===== config.mk =====
export PLATFORM = sky130hd
export DESIGN_NAME = chess_layout_matrix
export DESIGN_NICKNAME = d
export VERILOG_FILES = /design/src/rtl/chess_pkg.sv /design/src/rtl/chess_layout_matrix_key_debounce.sv /design/src/rtl/chess_layout_matrix.sv
export SDC_FILE = /design/constraint.sdc
export NUM_CORES = 1
export LEC_CHECK = 0
export ABC_CLOCK_PERIOD_IN_PS = 2300
export BUFFER_PORTS_ARGS = -buffer_cell sky130_fd_sc_hd__buf_2
export CORE_UTILIZATION = 30
export DETAILED_ROUTE_END_ITERATION = 12
export HOLD_SLACK_MARGIN = 0.03
export PLACE_DENSITY = 0.57
export SLEW_MARGIN = 10
export SYNTH_ARGS = -nofsm -noshare
export SYNTH_HDL_FRONTEND = slang
export SYNTH_SLANG_ARGS = --single-unit

===== constraint.sdc =====
create_clock -name clock -period 2.3 [get_ports clock]
set_input_delay 0.23 -clock clock [delete_from_list [all_inputs] [get_ports clock]]
set_output_delay 0.23 -clock clock [all_outputs]
set_load 0.01 [all_outputs]

===== src/rtl/chess_pkg.sv =====
// Shared board geometry, square codes and move encoding for the chess display engine.
package chess_pkg;

  localparam int CHESS_SQUARES = 64;
  localparam int SQUARE_WIDTH  = 4;
  localparam int MATRIX_WIDTH  = CHESS_SQUARES * SQUARE_WIDTH;
  localparam int BOARD_ROWS    = 8;
  localparam int BOARD_COLS    = 8;

  localparam logic [3:0] SQ_EMPTY  = 4'h0;
  localparam logic [3:0] SQ_MARKER = 4'h1;

  typedef enum logic [2:0] {
    MOVE_NONE,
    MOVE_LEFT,
    MOVE_RIGHT,
    MOVE_UP,
    MOVE_DOWN
  } moveDir_t;

  // Simultaneous presses resolve Left > Right > Up > Down; losers are dropped.
  function automatic moveDir_t pickMove(input logic pressLeft, input logic pressRight,
                                        input logic pressUp, input logic pressDown);
    moveDir_t move;
    move = MOVE_NONE;
    if (pressLeft)       move = MOVE_LEFT;
    else if (pressRight) move = MOVE_RIGHT;
    else if (pressUp)    move = MOVE_UP;
    else if (pressDown)  move = MOVE_DOWN;
    return move;
  endfunction

endpackage


===== src/rtl/chess_layout_matrix_key_debounce.sv =====
// Active-low key conditioner: two-flop synchronizer, stability counter and
// a one-cycle press pulse on each debounced released-to-pressed transition.
module key_debounce #(
  parameter int DEBOUNCE_CYCLES = 500000
) (
  input  logic clock,
  input  logic resetApp,
  input  logic keyN,
  output logic pressEvent
);

  localparam int CW = (DEBOUNCE_CYCLES > 1) ? $clog2(DEBOUNCE_CYCLES) : 1;
  localparam logic [CW-1:0] COUNT_LAST = CW'(DEBOUNCE_CYCLES - 1);

  logic          syncA;
  logic          syncB;
  logic          level;
  logic [CW-1:0] count;

  always_ff @(posedge clock or negedge resetApp) begin
    if (!resetApp) begin
      syncA      <= 1'b1;
      syncB      <= 1'b1;
      level      <= 1'b1;
      count      <= '0;
      pressEvent <= 1'b0;
    end else begin
      syncA      <= keyN;
      syncB      <= syncA;
      pressEvent <= 1'b0;
      // Any sample matching the accepted level breaks the run of differing samples.
      if (syncB == level) begin
        count <= '0;
      end else if (count == COUNT_LAST) begin
        count      <= '0;
        level      <= syncB;
        pressEvent <= ~syncB;
      end else begin
        count <= count + 1'b1;
      end
    end
  end

endmodule


===== src/rtl/chess_layout_matrix.sv =====
// Board-state top: debounces four keys, moves a single marker with wraparound
// and decodes the cursor into the packed per-square code matrix.
module chess_layout_matrix #(
  parameter int CHESS_SQUARES   = 64,
  parameter int SQUARE_WIDTH    = 4,
  parameter int DEBOUNCE_CYCLES = 500000,
  parameter int START_SQUARE    = 0
) (
  input  logic                                  clock,
  input  logic                                  resetApp,
  input  logic                                  KeyLeft,
  input  logic                                  KeyUp,
  input  logic                                  KeyDown,
  input  logic                                  KeyRight,
  output logic [CHESS_SQUARES*SQUARE_WIDTH-1:0] Matrix
);

  import chess_pkg::*;

  localparam logic [2:0] START_ROW = 3'(START_SQUARE / BOARD_COLS);
  localparam logic [2:0] START_COL = 3'(START_SQUARE % BOARD_COLS);

  logic     pressLeft;
  logic     pressRight;
  logic     pressUp;
  logic     pressDown;
  logic [2:0] cursorRow;
  logic [2:0] cursorCol;
  moveDir_t move;

  key_debounce #(.DEBOUNCE_CYCLES(DEBOUNCE_CYCLES)) uLeft (
    .clock(clock), .resetApp(resetApp), .keyN(KeyLeft), .pressEvent(pressLeft)
  );
  key_debounce #(.DEBOUNCE_CYCLES(DEBOUNCE_CYCLES)) uRight (
    .clock(clock), .resetApp(resetApp), .keyN(KeyRight), .pressEvent(pressRight)
  );
  key_debounce #(.DEBOUNCE_CYCLES(DEBOUNCE_CYCLES)) uUp (
    .clock(clock), .resetApp(resetApp), .keyN(KeyUp), .pressEvent(pressUp)
  );
  key_debounce #(.DEBOUNCE_CYCLES(DEBOUNCE_CYCLES)) uDown (
    .clock(clock), .resetApp(resetApp), .keyN(KeyDown), .pressEvent(pressDown)
  );

  assign move = pickMove(pressLeft, pressRight, pressUp, pressDown);

  // Wraparound on the 8x8 board falls out of 3-bit modular arithmetic.
  always_ff @(posedge clock or negedge resetApp) begin
    if (!resetApp) begin
      cursorRow <= START_ROW;
      cursorCol <= START_COL;
    end else begin
      unique case (move)
        MOVE_LEFT:  cursorCol <= cursorCol - 3'd1;
        MOVE_RIGHT: cursorCol <= cursorCol + 3'd1;
        MOVE_UP:    cursorRow <= cursorRow - 3'd1;
        MOVE_DOWN:  cursorRow <= cursorRow + 3'd1;
        default:    ;
      endcase
    end
  end

  always_comb begin
    Matrix = '0;
    for (int unsigned i = 0; i < CHESS_SQUARES; i++) begin
      Matrix[i*SQUARE_WIDTH +: SQUARE_WIDTH] =
        (i == 32'({cursorRow, cursorCol})) ? SQUARE_WIDTH'(SQ_MARKER) : SQUARE_WIDTH'(SQ_EMPTY);
    end
  end

endmodule


# Yosys cells after proc, flatten, opt, wreduce, memory -nomap -nowiden
# Index checks and enable logic that the tools add are counted.
# classes
n_mux,86
add_sub_neg,8
bitwise,8
eq_ne,75
reduce_logical,7
# op_table
op,n
"6-bit equality test, first input constant",32
19-bit two-way mux,8
"5-bit by 6-bit equality test with 1-bit output, first input constant",16
"19-bit by 1-bit adder with 19-bit output, second input constant",4
"19-bit equality test, second input constant",4
1-bit two-way mux,72
"4-bit by 6-bit equality test with 1-bit output, first input constant",8
"3-bit by 6-bit equality test with 1-bit output, first input constant",4
"2-bit by 6-bit equality test with 1-bit output, first input constant",2
3-bit two-way mux,4
3-bit one-hot mux with 2 select lines,2
1-bit inverter,8
2-bit AND reduction,4
"3-bit by 1-bit adder with 3-bit output, second input constant",2
"1-bit by 6-bit equality test with 1-bit output, first input constant",1
"3-bit by 2-bit equality test with 1-bit output, second input constant",2
6-bit logical NOT,1
"3-bit by 1-bit subtractor with 3-bit output, second input constant",2
1-bit equality test,4
2-bit nonzero test,2
"3-bit by 1-bit equality test with 1-bit output, second input constant",1
"3-bit equality test, second input constant",1
# totals
output_inout_bits,256
register_bits,98
wordCells,206
input_bits,6

# Logic depth before layout (Yosys ltp)
# depth
word_depth,6
ltp_mapped,6
mapped_depth_nobuf,6

# Modules after synthesis
# Synthesis repeated with hierarchy kept, for this count alone.
# unflattened
cells_unflattened,751
hier_area_um2,6702.7
# by_module_without_submodules
module,cells_each,n_inst,seq_area_each_um2,area_per_inst_um2
key_debounce at uLeft ...,110,3,579.3,1122.3
chess_layout_matrix,315,1,150.1,2197.1
key_debounce at uDown,106,1,579.3,1138.6

# Least setup slack after synthesis
# Ideal clock, no wire load.
# synth_timing
path_kind,flip-flop to flip-flop
start,register uRight.count[5]
end,register uRight.count[10]
setup_ns,0.121
period_less_slack_ns,1.910
t_required_ns,2.179
path_slack_ns,0.390
path_stages_with_launch,6
path_buffers,1
t_arrival_ns,1.789
path_cell_list,dfrtp_1 or3b_1 or2_2 o31ai_2 buf_2 nor2_1
# synth_between
elab_chain_len,3
elab_cells_between_ends,4
classes_between,1 x add/sub; 1 x eq/ne; 2 x mux
# synth_lines
item,line,rtl
start: declaration,chess_layout_matrix_key_debounce.sv:18,logic [CW-1:0] count;
start signal: assignment,chess_layout_matrix_key_debounce.sv:39,count <= count + 1'b1;
19-bit by 1-bit adder with 19-bit output or 19-bit equality test (tied branches),"chess_layout_matrix_key_debounce.sv:39, chess_layout_matrix_key_debounce.sv:34",
19-bit two-way mux *,chess_layout_matrix_key_debounce.sv:34,end else if (count == COUNT_LAST) begin
19-bit two-way mux *,chess_layout_matrix_key_debounce.sv:32,if (syncB == level) begin
# Mark *: on every way between the ends. The rest lies on a longest branch, timed or not.
# A chain may end at the register's enable or synchronous reset.

# Worst setup path in the final report
# layout_timing
start,register uUp.count[0]
end,register uUp.count[16]
# layout_between
elab_chain_len,3
elab_cells_between_ends,4
classes_between,1 x add/sub; 1 x eq/ne; 2 x mux
# layout_lines
item,line
start: declaration,chess_layout_matrix_key_debounce.sv:18
start signal: assignment,chess_layout_matrix_key_debounce.sv:39
19-bit by 1-bit adder with 19-bit output or 19-bit equality test (tied branches),"chess_layout_matrix_key_debounce.sv:39, chess_layout_matrix_key_debounce.sv:34"
19-bit two-way mux *,chess_layout_matrix_key_debounce.sv:34
19-bit two-way mux *,chess_layout_matrix_key_debounce.sv:32
# Marked as above.

==> run_results.csv <==
group,metric,value,unit
drt,routed_wl,13300,um
drt,ant_nets,0,
timing,setup_ws,245,ps
grt,antenna_found_initial,0,
yosys,synth_sequential_area_ratio,38.0,%
yosys,mappedNetlistArea,6500,um2
pwr,ir_worst_vdd,306,uV
yosys,yosysWarnings,0,
cts,cts_resized,0,
outcome,status,"completed",
timing,finalSetupViolCount,0,
timing,hold_viol_final,0,
die,dieArea,22300,um2
die,io_pins,262,
drt,drc,0,
cts,cts-buffers-inserted,9,
pwr,power_frac_seq,50.8,%
grt,grt_pass1_vias,3844,
placed_design,gp_congestion,0.816,
cts,cts.sinks,98,
yosys,synth_edf_count,0,
setup_path,end_kind,"flip-flop",
grt,gr-total-overflow,0,
yosys,post-synth-top-count-cell,"buf_4",
drt,wire_per_inst,12.2,um
cells_and_area,drive_gt1_share,16.1,%
yosys,postSynth.asyncResetShare,100,%
yosys,yosysTopAreaCell,"dfrtp_1",
die,die_h,149,um
drt,initialDrtViolationCount,224,
pwr,clockPowerShare,41.8,%
timing,fmax,487,MHz
yosys,synth_area_leaders,"dfrtp_1, buf_4, nor2_1, xnor2_1, dfstp_2",
cells_and_area,post-route-util,32.3,%
yosys,synth_top_area_share,33.1,%
drt,vias,4560,
pwr,total_power,0.00350,W
cells_and_area,diodes,0,
pwr,powerDensity,513,nW/um2
placed_design,dp_slack,264,ps
setup_path,worstPathRequired,2550,ps
die,coreArea,21200,um2
pwr,p_sw_share,25.0,%
yosys,synthTopCellsByCount,"buf_4, nor2_1, dfrtp_1",
pwr,p_switching,0.000875,W
yosys,yosysUniqueCellTypes,43,
setup_path,cp_max_fo,5,
grt,grt_util_all_layers,11.9,%
pwr,p_comb_share,7.3,%
timing,fin_skew,9.72,ps
yosys,synth.avg_cell_area,8.78,um2
timing,fin_tns_setup,0,ps
die,rows,53,
timing,grt_setup_unrepaired,"false",
pwr,p_int,0.00263,W
cts,path_clk_slew,60,ps
setup_path,criticalPathCategory,"reg -> reg",
grt,grt_pass1_wl,20500,um
yosys,synth_ff_type,"dfrtp_1",
timing,fin_crit,2050,ps
cells_and_area,nets,829,
job,cap_violations,0,
timing,whs,358,ps
pwr,leakage,3.15,nW
yosys,ys_ff_latch,98,
cts,cts-root-buf,"clkbuf_16",
cts,cts_tree,"built",
min_path,hp-class,"reg -> reg",
timing,worst_pin_slew,848,ps
cts,h-tree-depth,3,
setup_path,start_kind,"flip-flop",
timing,max_slew_margin,43.5,%
setup_path,crit_arrival,2310,ps
die,fp.dieW,149,um
grt,grt_max_degree,35,
placed_design,portBuffers,69,
placed_design,place_hpwl,10100,um
timing,slew_violations,0,
die,start_util,30.7,%
yosys,syn_inst,740,
drt,vias_per_cell,4.16,
timing,fin_crit_sh,89.3,%
drt,dr.pass1.iters,4,
cts,clk_latency,340,ps
cells_and_area,syn_to_final_growth,5.14,%
cts,postCtsSetupBuffers,0,
cts,clk_path_buf_depth,2,
[through the flow]
step,area [um2],std cells
6_report,6830,1097
5_1_grt,6830,1097
4_1_cts,6830,1097
3_5_place_dp,6490,1076
3_3_place_gp,6490,1076
2_1_floorplan,7210,931
[registers in the layout (all words and copies together), names as in the netlist, 3 cells and up]
name / cells
uUp.count: 19
cursorRow: 3
uRight.count: 19
uDown.count: 19
uLeft.count: 19
cursorCol: 3
[layout by cell type, fill, tap and decap left out, types with 5 or more instances in the layout]
| master | Yosys | final |
|---|---|---|
| nor3_1 | 13 | 13 |
| clkbuf_16 | 0 | 10 |
| and4_1 | 6 | 6 |
| nor4_1 | 14 | 14 |
| dfrtp_1 | 86 | 86 |
| or3_1 | 7 | 7 |
| a21oi_1 | 17 | 17 |
| or4_1 | 11 | 11 |
| o21ai_0 | 11 | 11 |
| xor2_1 | 21 | 21 |
| nand3_1 | 30 | 30 |
| and3_1 | 5 | 5 |
| dlygate4sd3_1 | 0 | 5 |
| inv_1 | 8 | 8 |
| nand4_1 | 21 | 21 |
| nor2_1 | 126 | 126 |
| o31ai_1 | 5 | 5 |
| mux2_2 | 7 | 7 |
| dfstp_2 | 12 | 12 |
| nand2_1 | 41 | 41 |
| or2_2 | 8 | 8 |
| buf_4 | 192 | 11 |
| nor2b_1 | 5 | 5 |
| xnor2_1 | 38 | 38 |
| buf_2 | 4 | 68 |
| conb_1 | 1 | 192 |
[cells by family (layout without fill, tap and decap cells)]
kind of cell | Yosys count | after routing | share of synthesized area (%)
flops | 98 | 98 | 38.0
mux | 8 | 8 | 1.37
buf+inv | 218 | 109 | 23.8
simple gates | 312 | 312 | 24.0
fa+ha+maj | 6 | 6 | 1.39
other cells | 1 | 192 | 0.0577
xor+xnor | 59 | 59 | 7.95
compound gates | 38 | 38 | 3.54
[area by class of cell]
| class | count | area, um2 |
|---|---|---|
| inverters | 8 | 30.0 |
| clock inverters | 3 | 22.5 |
| multi-input cells | 615 | 3200 |
| clock buffers | 13 | 272 |
| fillers | 2242 | 14300 |
| repair buffers | 85 | 493 |
| flip-flops and latches | 98 | 2470 |
| well taps | 275 | 344 |
[power by group through the flow]
| stage | Sequential, W | Combinational [W] | Clock, W |
|---|---|---|---|
| 2_1_floorplan | 0.00180 | 0.000424 | 0 |
| 3_3_place_gp | 0.00181 | 0.000249 | 0 |
| 4_1_cts | 0.00178 | 0.000255 | 0.00150 |
| 3_5_place_dp | 0.00181 | 0.000249 | 0 |
| 6_report | 0.00178 | 0.000257 | 0.00147 |
| 5_1_grt | 0.00178 | 0.000302 | 0.00159 |
[worst max-delay path, cell delays in order, from the launching register on]
cell	delay, ps
dfrtp_1	410
ha_1	240
nand4_1	240
or4_1	610
or3_1	320
a21oi_1	160
[layer usage]
layer / vias to the layer above / track usage, % / part of all wire, %
li1: 2236 / - / -
met1: 2167 / 16.1 / 46
met2: 147 / 19.3 / 48
met3: 10 / 2.02 / 3.6
met4: 0 / 3.62 / 1.7
met5: - / 0 / 0
[path summary, 6_finish.rpt]
path / from / to / slack (ps) / depth (start not counted)
max in group asynchronous: resetApp / uDown.syncB / 1280 / 3
worst max-delay path: uUp.count[0] / uUp.count[16] / 250 / 5
worst min register to register: uDown.syncA / uDown.syncB / 360 / 0
worst min-delay path: uDown.syncA / uDown.syncB / 360 / 0
worst max register to register: uUp.count[0] / uUp.count[16] / 250 / 5
min in group asynchronous: resetApp / uRight.count[9] / 370 / 2
[what timing repair did]
| action | CTS | global route |
|---|---|---|
| hold buffers | 5 | 0 |
| endpoints found under the setup margin | 0 | 0 |
| endpoints found under the hold margin | 31 | 0 |
No activity file was read; power rests on OpenSTA's default activity.
